File: config.mk
export PLATFORM = sky130hd
export DESIGN_NAME = pll_lock_sequencer
export DESIGN_NICKNAME = d
export VERILOG_FILES = /design/src/rtl/pll_lock_sequencer.sv
export SDC_FILE = /design/constraint.sdc
export NUM_CORES = 1
export LEC_CHECK = 0
export CAP_MARGIN = 20
export CORE_MARGIN = 2
export CORE_UTILIZATION = 60
export CTS_CLUSTER_DIAMETER = 120
export DETAILED_ROUTE_END_ITERATION = 8
export PLACE_DENSITY = 0.84
export SLEW_MARGIN = 20
export SYNTH_ARGS = -nofsm -noshare
export SYNTH_HDL_FRONTEND = slang
export SYNTH_SLANG_ARGS = --single-unit
File: constraint.sdc
create_clock -name phase_clk -period 5.9 [get_ports phase_clk]
set_input_delay 0.59 -clock phase_clk [delete_from_list [all_inputs] [get_ports phase_clk]]
set_output_delay 0.59 -clock phase_clk [all_outputs]
set_load 0.02 [all_outputs]
File: src/rtl/pll_lock_sequencer.sv
// Supervisory FSM for the ADPLL loop controller: holds the loop in reset, waits for
// frequency lock, checks that it settles, watches for loss of lock and retries a bounded number of times.
module pll_lock_sequencer #(
    parameter int unsigned RST_CYCLES    = 4,
    parameter int unsigned ACQ_TIMEOUT   = 64,
    parameter int unsigned SETTLE_CYCLES = 8,
    parameter int unsigned LOL_THRESH    = 4,
    parameter int unsigned MAX_RETRY     = 3
) (
    input  logic       phase_clk,
    input  logic       reset,
    input  logic       enable,
    input  logic       freq_lock,
    input  logic       p_up,
    input  logic       p_down,
    input  logic [4:0] dco_code,
    output logic       ctrl_reset,
    output logic       pll_locked,
    output logic       lock_fail,
    output logic [2:0] retry_cnt,
    output logic [2:0] state
);

    typedef enum logic [2:0] {
        ST_IDLE       = 3'd0,
        ST_RESET_LOOP = 3'd1,
        ST_ACQUIRE    = 3'd2,
        ST_SETTLE     = 3'd3,
        ST_LOCKED     = 3'd4,
        ST_RETRY      = 3'd5,
        ST_FAIL       = 3'd6
    } state_e;

    typedef enum logic [1:0] {
        DIR_NONE = 2'd0,
        DIR_INC  = 2'd1,
        DIR_DEC  = 2'd2
    } dir_e;

    localparam logic [7:0] RST_LAST_C    = 8'(RST_CYCLES - 1);
    localparam logic [7:0] ACQ_LAST_C    = 8'(ACQ_TIMEOUT - 1);
    localparam logic [7:0] SETTLE_LAST_C = 8'(SETTLE_CYCLES - 1);
    localparam logic [7:0] LOL_THRESH_C  = 8'(LOL_THRESH);
    localparam logic [2:0] MAX_RETRY_C   = 3'(MAX_RETRY);

    state_e     state_q, state_d;
    logic [7:0] cnt_q, cnt_d;
    logic [7:0] run_q, run_d, run_next_s;
    dir_e       dir_q, dir_d, dir_s;
    logic [2:0] retry_q, retry_d;
    logic       ctrl_reset_q, ctrl_reset_d;
    logic       pll_locked_q, pll_locked_d;
    logic       lock_fail_q, lock_fail_d;
    logic       rail_s;
    logic       lol_s;

    // State, counters and registered outputs
    always_ff @(posedge phase_clk or posedge reset) begin
        if (reset) begin
            state_q      <= ST_IDLE;
            cnt_q        <= 8'd0;
            run_q        <= 8'd0;
            dir_q        <= DIR_NONE;
            retry_q      <= 3'd0;
            ctrl_reset_q <= 1'b1;
            pll_locked_q <= 1'b0;
            lock_fail_q  <= 1'b0;
        end else begin
            state_q      <= state_d;
            cnt_q        <= cnt_d;
            run_q        <= run_d;
            dir_q        <= dir_d;
            retry_q      <= retry_d;
            ctrl_reset_q <= ctrl_reset_d;
            pll_locked_q <= pll_locked_d;
            lock_fail_q  <= lock_fail_d;
        end
    end

    // Phase-error run tracking; a run only grows while the detector keeps pushing one way
    always_comb begin
        dir_s      = DIR_NONE;
        run_next_s = 8'd0;
        if (p_down && !p_up) begin
            dir_s = DIR_INC;
        end else if (p_up && !p_down) begin
            dir_s = DIR_DEC;
        end else begin
            dir_s = DIR_NONE;
        end
        if (dir_s == DIR_NONE) begin
            run_next_s = 8'd0;
        end else if (dir_s == dir_q) begin
            run_next_s = (run_q == 8'hFF) ? 8'hFF : run_q + 8'd1;
        end else begin
            run_next_s = 8'd1;
        end
        rail_s = (dco_code == 5'd0) || (dco_code == 5'd31);
        lol_s  = (run_next_s >= LOL_THRESH_C) || !freq_lock || rail_s;
    end

    // Next-state logic; dropping enable parks the sequencer from anywhere
    always_comb begin
        state_d = state_q;
        cnt_d   = cnt_q;
        run_d   = run_q;
        dir_d   = dir_q;
        retry_d = retry_q;
        if (!enable) begin
            state_d = ST_IDLE;
            cnt_d   = 8'd0;
        end else begin
            case (state_q)
                ST_IDLE: begin
                    state_d = ST_RESET_LOOP;
                    cnt_d   = 8'd0;
                    retry_d = 3'd0;
                end
                ST_RESET_LOOP: begin
                    if (cnt_q == RST_LAST_C) begin
                        state_d = ST_ACQUIRE;
                        cnt_d   = 8'd0;
                    end else begin
                        cnt_d = cnt_q + 8'd1;
                    end
                end
                ST_ACQUIRE: begin
                    if (freq_lock) begin
                        state_d = ST_SETTLE;
                        cnt_d   = 8'd0;
                    end else if (cnt_q == ACQ_LAST_C) begin
                        state_d = ST_RETRY;
                    end else begin
                        cnt_d = cnt_q + 8'd1;
                    end
                end
                ST_SETTLE: begin
                    if (!freq_lock) begin
                        state_d = ST_RETRY;
                    end else if (cnt_q == SETTLE_LAST_C) begin
                        state_d = ST_LOCKED;
                        run_d   = 8'd0;
                    end else begin
                        cnt_d = cnt_q + 8'd1;
                    end
                end
                ST_LOCKED: begin
                    run_d = run_next_s;
                    dir_d = dir_s;
                    if (lol_s) begin
                        state_d = ST_RETRY;
                    end else begin
                        state_d = ST_LOCKED;
                    end
                end
                ST_RETRY: begin
                    if (retry_q == MAX_RETRY_C) begin
                        state_d = ST_FAIL;
                    end else begin
                        state_d = ST_RESET_LOOP;
                        retry_d = retry_q + 3'd1;
                        cnt_d   = 8'd0;
                    end
                end
                ST_FAIL: begin
                    state_d = ST_FAIL;
                end
                default: begin
                    state_d = ST_IDLE;
                    cnt_d   = 8'd0;
                end
            endcase
        end
    end

    // Moore output decode of the upcoming state so the output flops line up with state_q
    always_comb begin
        ctrl_reset_d = 1'b0;
        pll_locked_d = 1'b0;
        lock_fail_d  = 1'b0;
        case (state_d)
            ST_IDLE, ST_RESET_LOOP: begin
                ctrl_reset_d = 1'b1;
            end
            ST_FAIL: begin
                ctrl_reset_d = 1'b1;
                lock_fail_d  = 1'b1;
            end
            ST_LOCKED: begin
                pll_locked_d = 1'b1;
            end
            default: begin
                ctrl_reset_d = 1'b0;
                pll_locked_d = 1'b0;
                lock_fail_d  = 1'b0;
            end
        endcase
    end

    assign ctrl_reset = ctrl_reset_q;
    assign pll_locked = pll_locked_q;
    assign lock_fail  = lock_fail_q;
    assign retry_cnt  = retry_q;
    assign state      = state_q;

endmodule

Yosys cells after proc, flatten, opt, wreduce, memory -nomap -nowiden
Cells that the tools add are included.

$add $sub $neg: 3. Reduce and logical (&&, ||, !) cells: 20. Mux-type cells: 30. Equal/unequal tests: 24. Magnitude comparators: 1.

Operators with widths (count): 8-bit two-way mux (12); 8-bit one-hot mux with 5 select lines (1); 3-bit two-way mux (8); 3-bit one-hot mux with 7 select lines (1); 8-bit by 1-bit adder with 8-bit output (second input constant) (2); 8-bit one-hot mux with 2 select lines (1); 3-bit == test (second input constant) (5); 3-bit by 2-bit == test with 1-bit output (second input constant) (3); 3-bit inequality test (second input constant) (3); 8-bit by 2-bit == test with 1-bit output (second input constant) (1); 8-bit by 3-bit == test with 1-bit output (second input constant) (1); 8-bit by 6-bit == test with 1-bit output (second input constant) (1); 8-bit == test (second input constant) (1); 8-bit by 3-bit >= comparator with 1-bit output (second input constant) (1); 2-bit inequality test (second input constant) (4); 3-bit by 1-bit == test with 1-bit output (second input constant) (2); 3-bit logical NOT (2); 3-bit one-hot mux with 2 select lines (1); 5-bit == test (second input constant) (1); 5-bit logical NOT (1); 5-bit AND reduction (1); 1-bit two-way mux (4); 2-bit two-way mux (2); 4-bit inequality test (second input constant) (1); 12 further kinds (18).

Flip-flop bits (word level): 27. Output and inout port bits: 9. Logic and storage cells: 86.

Logic depth before layout (Yosys ltp)
Word-level depth: 16. Depth in mapped cells: 9. Depth with buffers taken out: 8.

Least setup slack after synthesis
No wires, ideal clock.

Path type: reg-to-reg. Start: register retry_q[0] (netlist: retry_cnt[0]). End: register cnt_q[5]. Data required time: 5.790 ns. Slack: 3.717 ns. Arrival: 2.073 ns. Stages on the path, launching flop included: 10. Path through: dfrtp_1 ha_1 ha_1 nand2b_1 a21boi_0 nor3_1 nand2_1 or2_2 buf_4 o41ai_1.

Cells in the longest elaborated chain, start to end: 3.

Ends and longest elaborated chain: from (decl) (RTL line 50) `logic [2:0] retry_q, retry_d;`; from (signal assigned) (RTL line 73) `retry_q <= retry_d;`; 3-bit by 2-bit == test with 1-bit output (RTL line 157) `if (retry_q == MAX_RETRY_C) begin`; 3-bit inequality test (no source line); 5-bit AND reduction (no source line); to (signal assigned) (RTL line 70) `cnt_q <= cnt_d;`; to (decl) (RTL line 47) `logic [7:0] cnt_q, cnt_d;`.

No other way between the ends. A chain may end at the register's enable or synchronous reset.

Final worst setup path
Start: register cnt_q[0]. End: register cnt_q[4].

Cells in the longest elaborated chain, start to end: 5. Elaborated cells between the ends (all ways): 14. Classes of those cells: 1 x add/sub; 5 x eq/ne; 7 x mux; 1 x reduce/logical.

Ends and longest elaborated chain: 8-bit by 1-bit adder with 8-bit output (RTL line 124, 134, 144); 8-bit two-way mux, on equally long branches (RTL line 140, 131); 8-bit two-way mux, on equally long branches (RTL line 138, 128); 8-bit one-hot mux with 5 select lines (RTL line 113) `case (state_q)`; 8-bit two-way mux (RTL line 109) `if (!enable) begin`.

Parallel ways exist; a longest one is shown, timed or not. The select of a mux whose other input is x is not followed.

==> out/metrics.cfg <==
[timing]
setup_violations=0
final_hold_viol_count=0
grt_setup_unrepaired=false
post-route-min-period_ns=2.67
timing_worst_slew_pin_value_ns=0.710
final_worst_setup_slack_ns=3.23
slew_viol_final=0
maxSlewHeadroom_pct=52.6
skew_ns=0.00235
period_share_pct=45.3
max_freq_mhz=374
fin_tns_setup_ns=0

[floorplanning]
die_w_um=58.4
num_rows=19
top_level_port_count=20
floorplan.die_area_um2=3410
initial_utilization_pct=63.8
core_region_area_um2=2780
die_h_um=58.4

[global_route]
grtUsageTotal_pct=24.5
global_route_wire_length_before_repair_mm=6.54
first_global_vias=1487
number_of_antenna_violations_at_the_first_check_in_global_routing=0
grt.overflow.total=0
pin_count_of_the_biggest_net_entering_global_routing=28

[critical_path]
timing.critical_path.from=cnt_q[0]$_DFFE_PP0P_
worstReg2RegStart=cnt_q[0]$_DFFE_PP0P_
crit_path_top_delay_cell=a21boi_1
timing.critical_path.cells=ha_1 > nand2_1 > or4_1 > or3_1 > a21boi_1 > o21ai_0 > o31ai_1
cp_num_buf_inv=0
timing.critical_path.slowest_cell_delay_ns=0.59
critPathArrivalTime_ns=2.92
critPathCaptureType=flop
reg2reg_to=cnt_q[4]$_DFFE_PP0P_
depth_of_the_most_critical_reg_to_reg_path=7
start_kind=flop
cpLargestDelayFamily=simple AND/OR/NAND/NOR gates
critical_path_required_time_ns=6.15
cp-endpoint=cnt_q[4]$_DFFE_PP0P_
reg2reg_slack_ns=3.23
critPathMaxFanout=12
path_depth=7
critPathKind=reg -> reg

[clock_network]
cts.hold.buffers_added=0
cts_tree=yes
cts.root.buffer_cell=clkbuf_4
clkTransAtPathRegs_ns=0.15
ctsHtreeMaxLevel=1
postCtsSetupRepairBufs=0
clk-insertion-delay-late_ns=0.33
cts-buffers-inserted=3
clock_sinks=27
cts_resized=0
cts_buffer_depth=2

[detailed_routing]
route.final.wire_length_mm=3.79
routed_wire_length_per_instance_um=14.7
drt_iter0_drcs=80
num_vias=1590
drc=0
first_pass_detailed_route_iteration_total=4
vias_per_cell=6.16
drtAntennaViolNets=0

[yosys]
synthesis.area_per_instance_um2=8.41
synth_area_leader_cell=dfrtp_1
synth_warnings=0
synth_seq_cells=27
mappedNetlistArea_um2=1780
synth.top_cells.by_count=dfrtp_1 (26), nor2_1 (26), o21ai_0 (22)
synth_top_cells_by_area=dfrtp_1 (37%), o21ai_0 (6.2%), nor2_1 (5.5%)
netlist_instances=211
postSynthNetCount=228
synth_cell_types=51
synth-async-reset-ratio_pct=100
ys_seq_area_share_pct=38.1
netlist.area_leader.share_pct=36.6
synth-main-ff-cell=dfrtp_1
number_of_enable_flip_flop_cells_after_synthesis=0

[place]
dp.final_hpwl_mm=2.74
place_worst_setup_slack_ns=3.27
portBuffers=19
place.gp.congestion=0.852

[finish]
areaGrowthSynthToFinish_pct=12.4
layout-drive-gt1-share_pct=9.25
antenna_cells=0
finalNetCount=245

[power_and_ir_drop]
power.static_leakage_nw=0.843
worst_ir_drop_vdd_v=0.000177
cellPowerDensity_nw_per_um2=159

[outcome]
status=finished clean

[run]
cap_violations=0

[worst_hold_path]
holdCritPathClass=reg -> reg

[where the power goes]
part	switching, W	internal [W]	total (W)
logic	0.0000201	0.0000171	0.0000372
clock network	0.0000578	0.0000266	0.0000843
registers	0.00000676	0.000190	0.000196
[registers in the layout, indices dropped and copies added (netlist names)]
signal,cells
pll_locked,1
retry_cnt,3
lock_fail,1
dir_q,2
run_q,8
state,3
ctrl_reset,1
cnt_q,8
[layout by cell type (no fill, tap or decap), types with 3 or more instances in the layout]
cell type	n
a21oi_1	10
a22o_1	3
clkbuf_4	3
clkdlybuf4s50_1	19
dfrtp_1	26
ha_1	6
inv_1	11
nand2_1	18
nand2b_1	5
nand3_1	10
nor2_1	26
nor2b_1	5
nor3_1	8
o21ai_0	22
o31ai_1	4
o41ai_1	3
xor2_1	3
[worst register-to-register path: stages (launching register included)]
cell and delay, ns:
dfrtp_1 0.41, ha_1 0.22, nand2_1 0.14, or4_1 0.56
or3_1 0.36, a21boi_1 0.59, o21ai_0 0.20, o31ai_1 0.11
[worst min path at each step]
| stage | start | to | depth (start not counted) |
|---|---|---|---|
| global route | cnt_q[7]$_DFFE_PP0P_ | cnt_q[7]$_DFFE_PP0P_ | 1 |
| finish | cnt_q[0]$_DFFE_PP0P_ | cnt_q[0]$_DFFE_PP0P_ | 1 |
| global placement | cnt_q[1]$_DFFE_PP0P_ | cnt_q[1]$_DFFE_PP0P_ | 2 |
| detailed placement | cnt_q[1]$_DFFE_PP0P_ | cnt_q[1]$_DFFE_PP0P_ | 2 |
| CTS | cnt_q[7]$_DFFE_PP0P_ | cnt_q[7]$_DFFE_PP0P_ | 1 |
| floorplan | cnt_q[7]$_DFFE_PP0P_ | cnt_q[7]$_DFFE_PP0P_ | 1 |
[per-layer routing]
layer,global-route usage [%],wire length (um),vias to the layer above
li1,-,-,782
met4,7.64,31,0
met2,39.3,1770,50
met3,2.64,144,5
met5,0,0,-
met1,35.0,1840,753
[kinds of logic after synthesis]
group / after synthesis / share of synthesized area [%]
flip-flops: 27 / 38.1
buffers and inverters: 20 / 4.72
XOR/XNOR: 5 / 2.47
AND/OR/NAND/NOR: 94 / 27.8
adder cells (fa/ha/maj): 6 / 4.23
AO/OA/AOI/OAI: 56 / 20.8
multiplexers: 3 / 1.83
[stage by stage]
| stage | total power, W | area [um^2] | util [%] | std cells | hold slack, ns |
|---|---|---|---|---|---|
| after floorplan | 0.000222 | 1780 | - | 211 | 0.463 |
| after global placement | 0.000235 | 1970 | 70.8 | 254 | 0.491 |
| after detailed placement | 0.000237 | 1970 | 70.8 | 254 | 0.509 |
| after CTS | 0.000319 | 2000 | 71.7 | 258 | 0.533 |
| after global routing | 0.000331 | 2000 | 71.7 | 258 | 0.572 |
| final | 0.000318 | 2000 | 71.7 | 258 | 0.543 |
[final cells by class]
class	count	area, um^2
inverter	13	48.8
sequential	27	677
clock buffer	4	26.3
fill	222	786
timing repair buffer	19	190
tap	31	38.8
multi-input combinational	164	1010
Note: power is estimated with default switching activity, not from simulation.
